==> src/rtl/ex_div_iter.sv <==
// Iterative radix-2 restoring divider (DIV/DIVU) for the EX stage; quotient -> LO, remainder -> HI.
// Latency: operands accepted at edge E, out_valid high from edge E+WIDTH; one division in flight.
// Backpressure: result held stable in DONE until out_ready; in_ready stays low until the result is taken.
module ex_div_iter #(
  parameter int WIDTH = 32
) (
  input  logic             clk,
  input  logic             resetn,
  input  logic             in_valid,
  output logic             in_ready,
  input  logic             in_signed,
  input  logic [WIDTH-1:0] in_dividend,
  input  logic [WIDTH-1:0] in_divisor,
  input  logic             cancel,
  output logic             out_valid,
  input  logic             out_ready,
  output logic [WIDTH-1:0] out_quot,
  output logic [WIDTH-1:0] out_rem
);

  localparam int CW = (WIDTH > 1) ? $clog2(WIDTH) : 1;
  localparam logic [CW-1:0] LAST_ITER = CW'(WIDTH - 1);

  typedef enum logic [1:0] {
    S_IDLE = 2'd0,
    S_CALC = 2'd1,
    S_DONE = 2'd2
  } state_t;

  state_t             r_state;
  logic               r_in_ready;
  logic               r_out_valid;
  logic [2*WIDTH-1:0] r_pr;        // {partial remainder, dividend bits / quotient bits}
  logic [WIDTH-1:0]   r_dvsr;      // |divisor|
  logic               r_quot_neg;
  logic               r_rem_neg;
  logic [CW-1:0]      r_count;
  logic [WIDTH-1:0]   r_quot;
  logic [WIDTH-1:0]   r_rem;

  logic               w_accept;
  logic [WIDTH-1:0]   w_dvd_abs;
  logic [WIDTH-1:0]   w_dvs_abs;
  logic [WIDTH:0]     w_upper;     // upper WIDTH+1 bits of the left-shifted partial remainder
  logic               w_ge;
  logic [WIDTH-1:0]   w_diff;
  logic [2*WIDTH-1:0] w_pr_next;
  logic [WIDTH-1:0]   w_q_mag;
  logic [WIDTH-1:0]   w_r_mag;
  logic [WIDTH-1:0]   w_q_fix;
  logic [WIDTH-1:0]   w_r_fix;

  assign w_accept = in_valid && r_in_ready;

  // Operand magnitudes; DIVU passes operands through untouched.
  // The WIDTH-bit negation of the most negative value wraps to itself, which the
  // unsigned iteration then treats as 2^(WIDTH-1), giving the intended overflow result.
  assign w_dvd_abs = (in_signed && in_dividend[WIDTH-1]) ? ({WIDTH{1'b0}} - in_dividend) : in_dividend;
  assign w_dvs_abs = (in_signed && in_divisor[WIDTH-1])  ? ({WIDTH{1'b0}} - in_divisor)  : in_divisor;

  // One restoring step: shift left by one, trial-subtract |divisor| from the top WIDTH+1 bits.
  // When the trial succeeds the true difference is below |divisor|, so its low WIDTH bits are exact.
  // A zero divisor always succeeds, yielding an all-ones quotient and remainder = |dividend|.
  assign w_upper   = r_pr[2*WIDTH-1:WIDTH-1];
  assign w_ge      = (w_upper >= {1'b0, r_dvsr});
  assign w_diff    = w_upper[WIDTH-1:0] - r_dvsr;
  assign w_pr_next = w_ge ? {w_diff, r_pr[WIDTH-2:0], 1'b1}
                          : {w_upper[WIDTH-1:0], r_pr[WIDTH-2:0], 1'b0};

  // Sign correction applied to the final iteration's result; remainder follows the dividend sign.
  assign w_q_mag = w_pr_next[WIDTH-1:0];
  assign w_r_mag = w_pr_next[2*WIDTH-1:WIDTH];
  assign w_q_fix = r_quot_neg ? ({WIDTH{1'b0}} - w_q_mag) : w_q_mag;
  assign w_r_fix = r_rem_neg  ? ({WIDTH{1'b0}} - w_r_mag) : w_r_mag;

  // Control FSM and datapath: accept, iterate WIDTH times, hold the result until consumed.
  always_ff @(posedge clk) begin
    if (!resetn) begin
      r_state     <= S_IDLE;
      r_in_ready  <= 1'b1;
      r_out_valid <= 1'b0;
      r_pr        <= '0;
      r_dvsr      <= '0;
      r_quot_neg  <= 1'b0;
      r_rem_neg   <= 1'b0;
      r_count     <= '0;
      r_quot      <= '0;
      r_rem       <= '0;
    end else if (cancel) begin
      // Flush wins over accept, iteration and handshake; results keep their last value.
      r_state     <= S_IDLE;
      r_in_ready  <= 1'b1;
      r_out_valid <= 1'b0;
      r_count     <= '0;
    end else begin
      case (r_state)
        S_IDLE: begin
          if (w_accept) begin
            r_pr        <= {{WIDTH{1'b0}}, w_dvd_abs};
            r_dvsr      <= w_dvs_abs;
            r_quot_neg  <= in_signed && (in_dividend[WIDTH-1] ^ in_divisor[WIDTH-1]);
            r_rem_neg   <= in_signed && in_dividend[WIDTH-1];
            r_count     <= '0;
            r_in_ready  <= 1'b0;
            r_state     <= S_CALC;
          end
        end
        S_CALC: begin
          r_pr    <= w_pr_next;
          r_count <= r_count + 1'b1;
          if (r_count == LAST_ITER) begin
            r_quot      <= w_q_fix;
            r_rem       <= w_r_fix;
            r_out_valid <= 1'b1;
            r_state     <= S_DONE;
          end
        end
        S_DONE: begin
          if (out_ready) begin
            r_out_valid <= 1'b0;
            r_in_ready  <= 1'b1;
            r_state     <= S_IDLE;
          end
        end
        default: begin
          r_state     <= S_IDLE;
          r_in_ready  <= 1'b1;
          r_out_valid <= 1'b0;
        end
      endcase
    end
  end

  assign in_ready  = r_in_ready;
  assign out_valid = r_out_valid;
  assign out_quot  = r_quot;
  assign out_rem   = r_rem;

endmodule

==> config.mk <==
export PLATFORM = sky130hd
export DESIGN_NAME = ex_div_iter
export DESIGN_NICKNAME = d
export VERILOG_FILES = /design/src/rtl/ex_div_iter.sv
export SDC_FILE = /design/constraint.sdc
export NUM_CORES = 1
export LEC_CHECK = 0
export BUFFER_PORTS_ARGS = -buffer_cell sky130_fd_sc_hd__buf_2
export CAP_MARGIN = 5
export CORE_ASPECT_RATIO = 1.1
export CORE_MARGIN = 2
export CORE_UTILIZATION = 60
export DETAILED_ROUTE_END_ITERATION = 10
export PLACE_DENSITY = 0.82
export SLEW_MARGIN = 5
export SYNTH_ARGS = -nofsm -noshare
export SYNTH_HDL_FRONTEND = slang
export SYNTH_SLANG_ARGS = --single-unit
==> constraint.sdc <==
create_clock -name clk -period 7.02 [get_ports clk]
set_clock_uncertainty 0.15 [all_clocks]
set_input_delay 1.404 -clock clk [delete_from_list [all_inputs] [get_ports clk]]
set_output_delay 1.404 -clock clk [all_outputs]
set_load 0.01 [all_outputs]
# [Word-level counts from Yosys, hierarchy flattened]
# Index checks and enable logic that the tools add are counted.
# Widths: inputs -> output; s select.
[word_totals] out_inout_bits=66 register_bits=171 word_cells=61 inputBits=70
[classes] n_bitwise=5 order_cmp=1 addsub=6 n_eq_ne=6 n_reduce_logical=14 muxes=19
[op_table] op="$mux 32" count=4
[op_table] op="$mux 64" count=2
[op_table] op="$pmux 64 s2" count=1
[op_table] op="$sub 1x32->32 const A" count=4
[op_table] op="$ge 33x32->1" count=1
[op_table] op="$sub 32x32->32" count=1
[op_table] op="$reduce_and 3->1" count=6
[op_table] op="$pmux 5 s2" count=1
[op_table] op="$mux 2" count=3
[op_table] op="$ne 2x2->1 const B" count=3
[op_table] op="$pmux 1 s3" count=2
[op_table] op="$pmux 2 s3" count=1
[op_table] op="$add 5x1->5 const B" count=1
[op_table] op="$eq 5x5->1 const B" count=1
[op_table] op="$mux 5" count=1
[op_table] op="$logic_and 1x1->1" count=4
[op_table] op="$mux 1" count=4
[op_table] op="$not 1->1" count=4
[op_table] op="$eq 2x1->1 const B" count=1
[op_table] op="$eq 2x2->1 const B" count=1
[op_table] op="$logic_not 2->1" count=1
[op_table] op="$reduce_and 2->1" count=1
[op_table] op="$reduce_bool 2->1" count=1
[op_table] op="$reduce_or 2->1" count=1
[op_table] op="$xor 1x1->1" count=1

# [Depth between registers and ports, before layout]
# Gate-level depths: netlist (run 1).
[logic_depth] depth_word=4 ltp_mapped=25 ltp_nobuf=21

# [Least setup slack after synthesis (run 1)]
# OpenSTA, ideal clock, no wires.
[synth_timing] path_kind="register -> register" start="register r_pr[45]" end="register r_rem[24], in the netlist out_rem[24]" stages_incl_launch_ff=23 arrival_time_ns=4.908 required_time_ns=6.755 setup_ns=0.115 synth_period_minus_slack_ns=5.173 slack_ns=1.847 path_buffers=4 path_cell_list="dfxtp_1 > ha_1 > buf_2 > nand4_2 > or3_1 > a2111o_1 > a311o_2 > nand2_4 > buf_2 > buf_1 > buf_2 > mux2i_1 > ha_1 > inv_1 > nor3_1 > nand2_1 > nor3_1 > a41oi_1 > o21bai_1 > o41ai_1 > xnor2_1 > o21ai_0 > and2_1"
[synth_via] elab_chain_cells=4 elab_cells_between_ends=5 cone_classes="2 x add/sub; 1 x order compare; 2 x mux"
[synth_rtl] element="from (decl)" line="33" text="logic [2*WIDTH-1:0] r_pr;"
[synth_rtl] element="from (signal assigned)" line="99" text="r_pr <= {{WIDTH{1'b0}}, w_dvd_abs};"
[synth_rtl] element="from (signal assigned)" line="109" text="r_pr <= w_pr_next;"
[synth_rtl] element="$sub 32x32->32 or $ge 33x32->1 (tied branches)" line="66, 65"
[synth_rtl] element="$mux 64 (*)" line="67" text="assign w_pr_next = w_ge ? {w_diff, r_pr[WIDTH-2:0], 1'b1}"
[synth_rtl] element="$sub 1x32->32" line="74" text="assign w_r_fix = r_rem_neg ? ({WIDTH{1'b0}} - w_r_mag) : w_r_mag;"
[synth_rtl] element="$mux 32 (*)" line="74"
[synth_rtl] element="to (signal assigned)" line="113" text="r_rem <= w_r_fix;"
[synth_rtl] element="to (decl)" line="39" text="logic [WIDTH-1:0] r_rem;"
# Every way passes the cells marked *; elsewhere a longest branch is shown, timed or not.
# A chain may end at the register's enable or synchronous reset.

# [Worst setup path after layout (run 1)]
[layout_timing] start="register r_pr[44]" end="register r_rem[24], in the netlist out_rem[24]"
# Same word-level chain as after synthesis.

==> key figures, run 1 <==
Critical path
  • Reg2Reg Depth: 18
  • Critical path endpoint category: flip-flop
  • Worst r2r dst: out_rem[24]$_SDFFE_PN0P_
  • R2R Setup Slk: 1430 ps
  • WP data required: 7210 ps
  • CP arrival: 5780 ps
  • FF-to-FF Start: r_pr[44]$_SDFFE_PN0P_
  • WS Path Type: reg2reg
  • Crit path max fanout: 62
  • Startpoint Class: flip-flop

Global routing
  • Largest net degree at the start of global routing: 92
  • First-pass GRT wire length: 54.74 mm
  • GR Util All Layers: 33.79%
  • Initial antenna violation count: 0
  • Global route overflow: 0
  • Vias in the first global route: 10.62k

Layout
  • Nets@finish: 1,757
  • Share of layout cells above drive strength 1: 12.34%
  • Core Util, Final: 67.73%
  • Non-Filler Instances: 1,908
  • Ant diodes: 0
  • Cell area after layout: 0.01289 mm2
  • Layout area overhead: 10.81%

Power
  • Internal: 1.730 mW
  • Net Switching: 0.9072 mW
  • Switching Share: 34.40%
  • Comb pwr share: 25.4%
  • P per Cell Area: 204.6 mW/mm2
  • Clock power frac: 35.6%
  • Sequential Power Share: 39.0%
  • Worst IR Drop VDD: 0.1768 mV
  • Power Total: 2.638 mW
  • Leak Pwr: 5.234 nW

Timing
  • Worst slew pin tran: 966.5 ps
  • Tcrit/Tclk final: 79.63%
  • F_max: 178.9 MHz
  • Minimum clock period: 5590 ps
  • Max_slew headroom: 35.57%
  • Final Hold Viols: 0
  • RSZ-0062 raised after global routing: no
  • Setup TNS: 0 ps
  • Pins over their slew limit: 0
  • Setup-failing EPs final: 0

Clock network
  • # resized after CTS: 0
  • Clk Latency, worst-skew pair: 440 ps
  • Post-CTS setup buffers: 0
  • CTS tree: done
  • Clock-pin slew on the worst setup and hold paths: 70 ps
  • CTS Hold Bufs: 0
  • Clock root buffer: clkbuf_16
  • CTS Buf Count: 17
  • Clock Path Buffers: 2
  • Htree depth: 4
  • CTS Sinks: 171

Drt
  • Final WL: 34.79 mm
  • Iteration count of the initial detailed-routing pass: 8
  • DRC viols: 1
  • DR vias/cell: 6.262
  • Routed vias: 11.95k
  • Routed len/inst: 18.23 um
  • Iteration-0 DRC Markers: 989
  • Post-route antenna net violation count: 0

Logic synthesis
  • Mean Syn Cell Area: 7.326 um2
  • Post-Syn Area: 0.01163 mm2
  • Distinct cell type count after synthesis: 77
  • Asr flop ratio synth: 0%
  • Post-Synthesis Cells: 1,588
  • Synth Flop Type: dfxtp_1
  • YS warnings: 0
  • EDFF count, synth: 0
  • Yosys reg bits: 171
  • Post-synthesis sequential area ratio: 29.43%
  • Syn nets: 1,697

Floorplan
  • Initial Utilization: 61.13%
  • Die height: 150.0 um
  • Core Box Area: 0.01903 mm2
  • Die area: 0.02052 mm2
  • Die X: 136.8 um
  • Cell Rows: 53
  • # IOs: 136

Place
  • Area after DPL: 0.01231 mm2
  • Detail Placement HPWL: 26.20 mm
  • Routability congestion estimate: 0.9576
  • # placed instances: 1,876
  • Number of port buffers: 135

Worst hold path
  • Hold depth: 2
  • Min-Delay Path Class: reg2reg
  • Hold Path End: out_rem[7]$_SDFFE_PN0P_
  • Worst hold start: out_rem[7]$_SDFFE_PN0P_

Status
  • Status: finished with violations
  • Failing checks: DRC

Flow run
  • Max-cap violations: 0
==> placed cells by master, fill, tap and decap left out, drive strengths merged, types with 4 or more instances in the layout <==
| cell | count |
|---|---|
| or2 | 9 |
| inv | 56 |
| clkinv | 4 |
| a21o | 17 |
| or3 | 15 |
| nor3 | 39 |
| nand2b | 12 |
| a31o | 4 |
| clkbuf | 18 |
| a41oi | 4 |
| and2 | 14 |
| a311oi | 9 |
| xnor2 | 63 |
| o21ai | 79 |
| a22oi | 18 |
| a211oi | 81 |
| o211ai | 17 |
| o31ai | 22 |
| o41ai | 17 |
| and3 | 18 |
| a31oi | 18 |
| ha | 38 |
| nor2b | 8 |
| nand3 | 38 |
| nor2 | 248 |
| nand4 | 6 |
| buf | 145 |
| xor2 | 67 |
| a21oi | 145 |
| or4 | 13 |
| dfxtp | 171 |
| nand2 | 160 |
| nand3b | 5 |
| mux2i | 13 |
| nor4 | 14 |
==> critical path, stage by stage (launching register included) <==
cell	delay (ps)
dfxtp_1	380
ha_1	480
nand4_2	150
or3_1	390
a2111o_1	370
a311o_2	500
nand2_4	570
mux2i_1	380
ha_1	250
inv_1	90
nor3_1	230
nand2_1	80
nor3_1	160
a41oi_1	100
o21bai_1	320
o41ai_1	450
xnor2_1	170
o21ai_0	90
and2_1	170
==> area by class of cell <==
cell class,instances,area [um2]
Clock buffer,18,429.2
Tap cell,247,309.0
Inverter,50,192.7
Fill cell,1670,6141
Timing Repair Buffer,145,750.7
Clock inverter,14,156.4
Multi-Input combinational cell,1263,7630
Sequential cell,171,3423
==> worst max-delay path by stage <==
stage	start	slack [ps]	depth (start not counted)	end
2_1_floorplan	r_pr[45]$_SDFFE_PN0P_	1850	22	out_rem[24]$_SDFFE_PN0P_
3_3_place_gp	r_pr[44]$_SDFFE_PN0P_	1740	18	out_rem[24]$_SDFFE_PN0P_
3_5_place_dp	r_pr[43]$_SDFFE_PN0P_	1570	18	out_rem[24]$_SDFFE_PN0P_
4_1_cts	r_pr[44]$_SDFFE_PN0P_	1510	18	out_rem[24]$_SDFFE_PN0P_
5_1_grt	r_pr[44]$_SDFFE_PN0P_	1100	18	out_rem[24]$_SDFFE_PN0P_
6_report	r_pr[44]$_SDFFE_PN0P_	1430	18	out_rem[24]$_SDFFE_PN0P_
==> stage by stage <==
stage / setup WS (ps) / hold slack (ps)
after floorplan: 1847 / 278.7
after global placement: 1744 / 287.8
after detailed placement: 1573 / 293.7
after global routing: 1097 / 321.5
final: 1430 / 304.0
after CTS: 1513 / 303.1
==> flip-flops by register name (all words and copies together), names as in the netlist <==
signal / cells
r_dvsr: 32
in_ready: 1
out_valid: 1
r_state: 2
out_quot: 32
r_count: 5
r_pr: 64
out_rem: 32
r_quot_neg: 1
r_rem_neg: 1
==> per-layer routing <==
layer | routed length [um] | GRT usage (%) | vias to the layer above
met3 | 2217 | 6.233 | 97
met5 | 0 | 0 | -
met4 | 1433 | 15.05 | 0
li1 | - | - | 5811
met2 | 16050 | 53.40 | 469
met1 | 15090 | 44.74 | 5571
==> cell usage after synthesis, types with 38 or more instances <==
master	count	area, um2
xor2_1	67	586.8
nor3_1	38	190.2
ha_1	38	475.5
o21ai_0	76	380.4
nand2_1	159	596.8
nor2_1	248	930.9
a21oi_1	145	725.7
nand3_1	38	190.2
a211oi_1	81	608.1
clkbuf_1	84	315.3
xnor2_1	63	551.8
dfxtp_1	171	3423
inv_1	48	180.2
==> cells by family (layout without fill, tap and decap cells) <==
family	Yosys count	after routing	share of synthesized area, %
buffers and inverters	154	227	5.087
AO/OA/AOI/OAI	471	471	26.45
adder cells (fa/ha/maj)	39	39	4.259
XOR/XNOR	130	130	9.787
flip-flops	171	171	29.43
multiplexers	14	14	1.215
AND/OR/NAND/NOR	609	609	23.78
==> power groups by stage <==
stage	Sequential (mW)	Combinational [mW]	Clock [mW]
global placement	1.05	0.643	0
detailed placement	1.05	0.651	0
finish	1.03	0.670	0.939
global route	1.03	0.730	0.984
floorplan	1.04	0.483	0
CTS	1.03	0.655	0.943
No activity file was read; power rests on OpenSTA's default activity.
==> run 2, diff against run 1 <==
--- a/config.mk
+++ b/config.mk
@@ -9,9 +9,9 @@
 export CAP_MARGIN = 5
 export CORE_ASPECT_RATIO = 1.1
 export CORE_MARGIN = 2
-export CORE_UTILIZATION = 60
+export CORE_UTILIZATION = 54
 export DETAILED_ROUTE_END_ITERATION = 10
-export PLACE_DENSITY = 0.82
+export PLACE_DENSITY = 0.78
 export SLEW_MARGIN = 5
 export SYNTH_ARGS = -nofsm -noshare
 export SYNTH_HDL_FRONTEND = slang
==> constraint.sdc (replaced) <==
create_clock -name clk -period 4.85 [get_ports clk]
set_clock_uncertainty 0.15 [all_clocks]
set_input_delay 0.97 -clock clk [delete_from_list [all_inputs] [get_ports clk]]
set_output_delay 0.97 -clock clk [all_outputs]
set_load 0.01 [all_outputs]
==> run 2 against run 1 <==
Die area is 11% higher. Sequential power is 45% higher. Highest routed layer unchanged. Sequential share of layout area is 0.65 points lower. Flip-flop and latch count stayed put. Via count is 0.43% higher. Largest power group unchanged. Setup slack worse by 1100 ps. First-iteration DRC count is 26% higher. Global-route usage is 2.9 points lower. Utilization is 5.5 points lower. Critical endpoint unchanged. The run now ends clean. Non-clock buffer count is 27 higher. Cell area is 2.5% higher. Final cell count is 3.7% higher.
==> key figures, run 2 (same netlist as run 1, synthesis figures left out) <==
Layout
  • Max reg flops: 64 (unchanged)
  • Layout area overhead: 13.59% (was 10.81%)
  • Share of layout cells above drive strength 1: 14.45% (was 12.34%)
  • Reg with most FFs: r_pr (unchanged)
  • Ant diodes: 0 (unchanged)
  • Nets@finish: 1,784 (was 1,757)
  • Cell area after layout: 0.01322 mm2 (was 0.01289 mm2)
  • Most frequent cells in the layout: 248 x nor2_1, 171 x dfxtp_1, 159 x nand2_1 (unchanged)
  • Commonest non-fill, non-tap cell in the layout: nor2_1 (unchanged)

Critical path
  • Crit path launch: r_pr[40]$_SDFFE_PN0P_ (was r_pr[44]$_SDFFE_PN0P_)
  • WS Path Type: reg2reg (unchanged)
  • Worst r2r dst: out_rem[24]$_SDFFE_PN0P_ (unchanged)
  • WP data required: 5040 ps (was 7210 ps)
  • CP arrival: 4730 ps (was 5780 ps)
  • FF-to-FF Start: r_pr[40]$_SDFFE_PN0P_ (was r_pr[44]$_SDFFE_PN0P_)
  • Crit path max fanout: 9 (was 62)
  • Critical path endpoint category: flip-flop (unchanged)
  • Crit path capture: out_rem[24]$_SDFFE_PN0P_ (unchanged)
  • Startpoint Class: flip-flop (unchanged)
  • Reg2Reg Depth: 18 (unchanged)
  • R2R Setup Slk: 300 ps (was 1430 ps)

Global routing
  • GR Util All Layers: 30.92% (was 33.79%)
  • Vias in the first global route: 10.50k (was 10.62k)
  • First-pass GRT wire length: 55.15 mm (was 54.74 mm)
  • Global route overflow: 0 (unchanged)
  • Largest net degree at the start of global routing: 75 (was 92)
  • Initial antenna violation count: 0 (unchanged)

Clock network
  • Clk Latency, worst-skew pair: 440 ps (about the same)
  • Clock Path Buffers: 2 (unchanged)
  • Htree depth: 4 (unchanged)
  • Clock root buffer: clkbuf_16 (unchanged)
  • Clock-pin slew on the worst setup and hold paths: 70 ps (about the same)
  • CTS Sinks: 171 (unchanged)
  • CTS Buf Count: 17 (unchanged)
  • CTS tree: done (unchanged)

Place
  • Detail Placement HPWL: 27.15 mm (was 26.20 mm)
  • Number of port buffers: 135 (unchanged)
  • Routability congestion estimate: 0.9420 (was 0.9576)
  • Area after DPL: 0.01257 mm2 (was 0.01231 mm2)
  • Pre-CTS setup slack: 152.2 ps (was 1573 ps)

Worst hold path
  • Worst hold start: out_quot[27]$_SDFFE_PN0P_ (was out_rem[7]$_SDFFE_PN0P_)
  • Min-Delay Path Class: reg2reg (unchanged)

Floorplan
  • Die height: 157.9 um (was 150.0 um)
  • Core Box Area: 0.02123 mm2 (was 0.01903 mm2)
  • Cell Rows: 56 (was 53)
  • Initial Utilization: 54.80% (was 61.13%)
  • Die area: 0.02273 mm2 (was 0.02052 mm2)
  • Die X: 143.9 um (was 136.8 um)
  • # IOs: 136 (unchanged)

Timing
  • F_max: 220.0 MHz (was 178.9 MHz)
  • Worst setup margin: 304.5 ps (was 1430 ps)
  • Setup-failing EPs final: 0 (unchanged)
  • Pins over their slew limit: 0 (unchanged)
  • Tcrit/Tclk final: 93.72% (was 79.63%)
  • Worst slew pin tran: 1016 ps (was 966.5 ps)
  • Max_slew headroom: 32.16% (was 35.57%)
  • Minimum clock period: 4546 ps (was 5590 ps)
  • RSZ-0062 raised after global routing: no (unchanged)
  • Final Hold Viols: 0 (unchanged)
  • Setup TNS: 0 ps (unchanged)

Power
  • Switching Share: 35.16% (was 34.40%)
  • Power Total: 3.850 mW (was 2.638 mW)
  • Sequential Power Share: 38.7% (was 39.0%)
  • P per Cell Area: 291.3 mW/mm2 (was 204.6 mW/mm2)
  • Clock power frac: 34.9% (was 35.6%)
  • Leak Pwr: 5.388 nW (was 5.234 nW)
  • Internal: 2.496 mW (was 1.730 mW)
  • Comb pwr share: 26.4% (was 25.4%)
  • Worst IR Drop VDD: 0.2502 mV (was 0.1768 mV)
  • Net Switching: 1.353 mW (was 0.9072 mW)

Drt
  • Routed len/inst: 17.93 um (was 18.23 um)
  • Iteration-0 DRC Markers: 1,248 (was 989)
  • Iteration count of the initial detailed-routing pass: 5 (was 8)
  • DR vias/cell: 6.066 (was 6.262)
  • Routed vias: 12.00k (was 11.95k)
  • DRC viols: 0 (was 1)
  • Final WL: 35.46 mm (was 34.79 mm)
  • Post-route antenna net violation count: 0 (unchanged)

Status
  • Status: complete, no violations (was finished with violations)

Flow run
  • Max-cap violations: 0 (unchanged)
run 2: cell types whose count changed in the layout (fill, tap and decap cells not counted), moves of 2 or more:
cell        change
clkinv_8        +2
clkinvlp_4      -2
clkinv_4        +3
buf_4          +26
inv_6           -3
run 2: critical path: stages (launching register included):
cell and delay (ps):
dfxtp_1 380, ha_1 450, nand2_1 70, or3_1 360, a2111o_1 370, a311o_2 460, nand2_4 130, mux2i_1 240
ha_1 210, inv_1 80, nor3_2 180, nand2_1 70, nor3_1 140, a41oi_1 100, o21bai_4 260, o41ai_2 380
xnor2_1 150, o21ai_0 80, and2_1 170
run 2: cell type report:
class | instances | area (um2)
inverters | 50 | 192.7
clock buffers | 17 | 425.4
flip-flops and latches | 171 | 3423
multi-input cells | 1263 | 7685
repair buffers | 172 | 965.9
fillers | 1925 | 8015
clock inverters | 15 | 160.2
well taps | 290 | 362.8
run 2: metrics by stage:
stage / cells / utilization (%) / hold WS [ps]
2_1_floorplan: 1588 / - / 278.7
3_3_place_gp: 1944 / 59.19 / 289.7
3_5_place_dp: 1944 / 59.19 / 295.1
4_1_cts: 1976 / 61.95 / 304.6
5_1_grt: 1978 / 62.25 / 325.2
6_report: 1978 / 62.25 / 305.8
run 2: how the worst min path moves through the flow:
stage,to,depth (start not counted)
global route,r_dvsr[31]$_SDFFE_PN0P_,2
detailed placement,out_rem[14]$_SDFFE_PN0P_,2
finish,out_quot[27]$_SDFFE_PN0P_,2
floorplan,r_count[3]$_SDFFE_PP0P_,1
CTS,out_quot[27]$_SDFFE_PN0P_,2
global placement,out_quot[27]$_SDFFE_PN0P_,2
run 2: power groups by stage:
stage / sequential, mW / combinational, mW / clock, mW
finish: 1.49 / 1.02 / 1.34
global placement: 1.52 / 0.972 / 0
detailed placement: 1.52 / 0.981 / 0
global route: 1.50 / 1.11 / 1.42
CTS: 1.49 / 0.986 / 1.36
floorplan: 1.50 / 0.703 / 0
run 2: what timing repair did:
action | 4_1_cts | 5_1_grt
endpoints found under the hold margin | 0 | 0
gates resized for setup | 0 | 11
endpoints found under the setup margin | 0 | 14
buffers inserted | 0 | 2
hold buffers | 0 | 0
run 2: layer usage:
layer / routed length, um / global-route usage (%) / vias up
li1: - / - / 5871
met1: 15140 / 41.14 / 5536
met2: 16390 / 49.14 / 485
met3: 2411 / 5.384 / 107
met4: 1516 / 13.73 / 0
met5: 0 / 0 / -
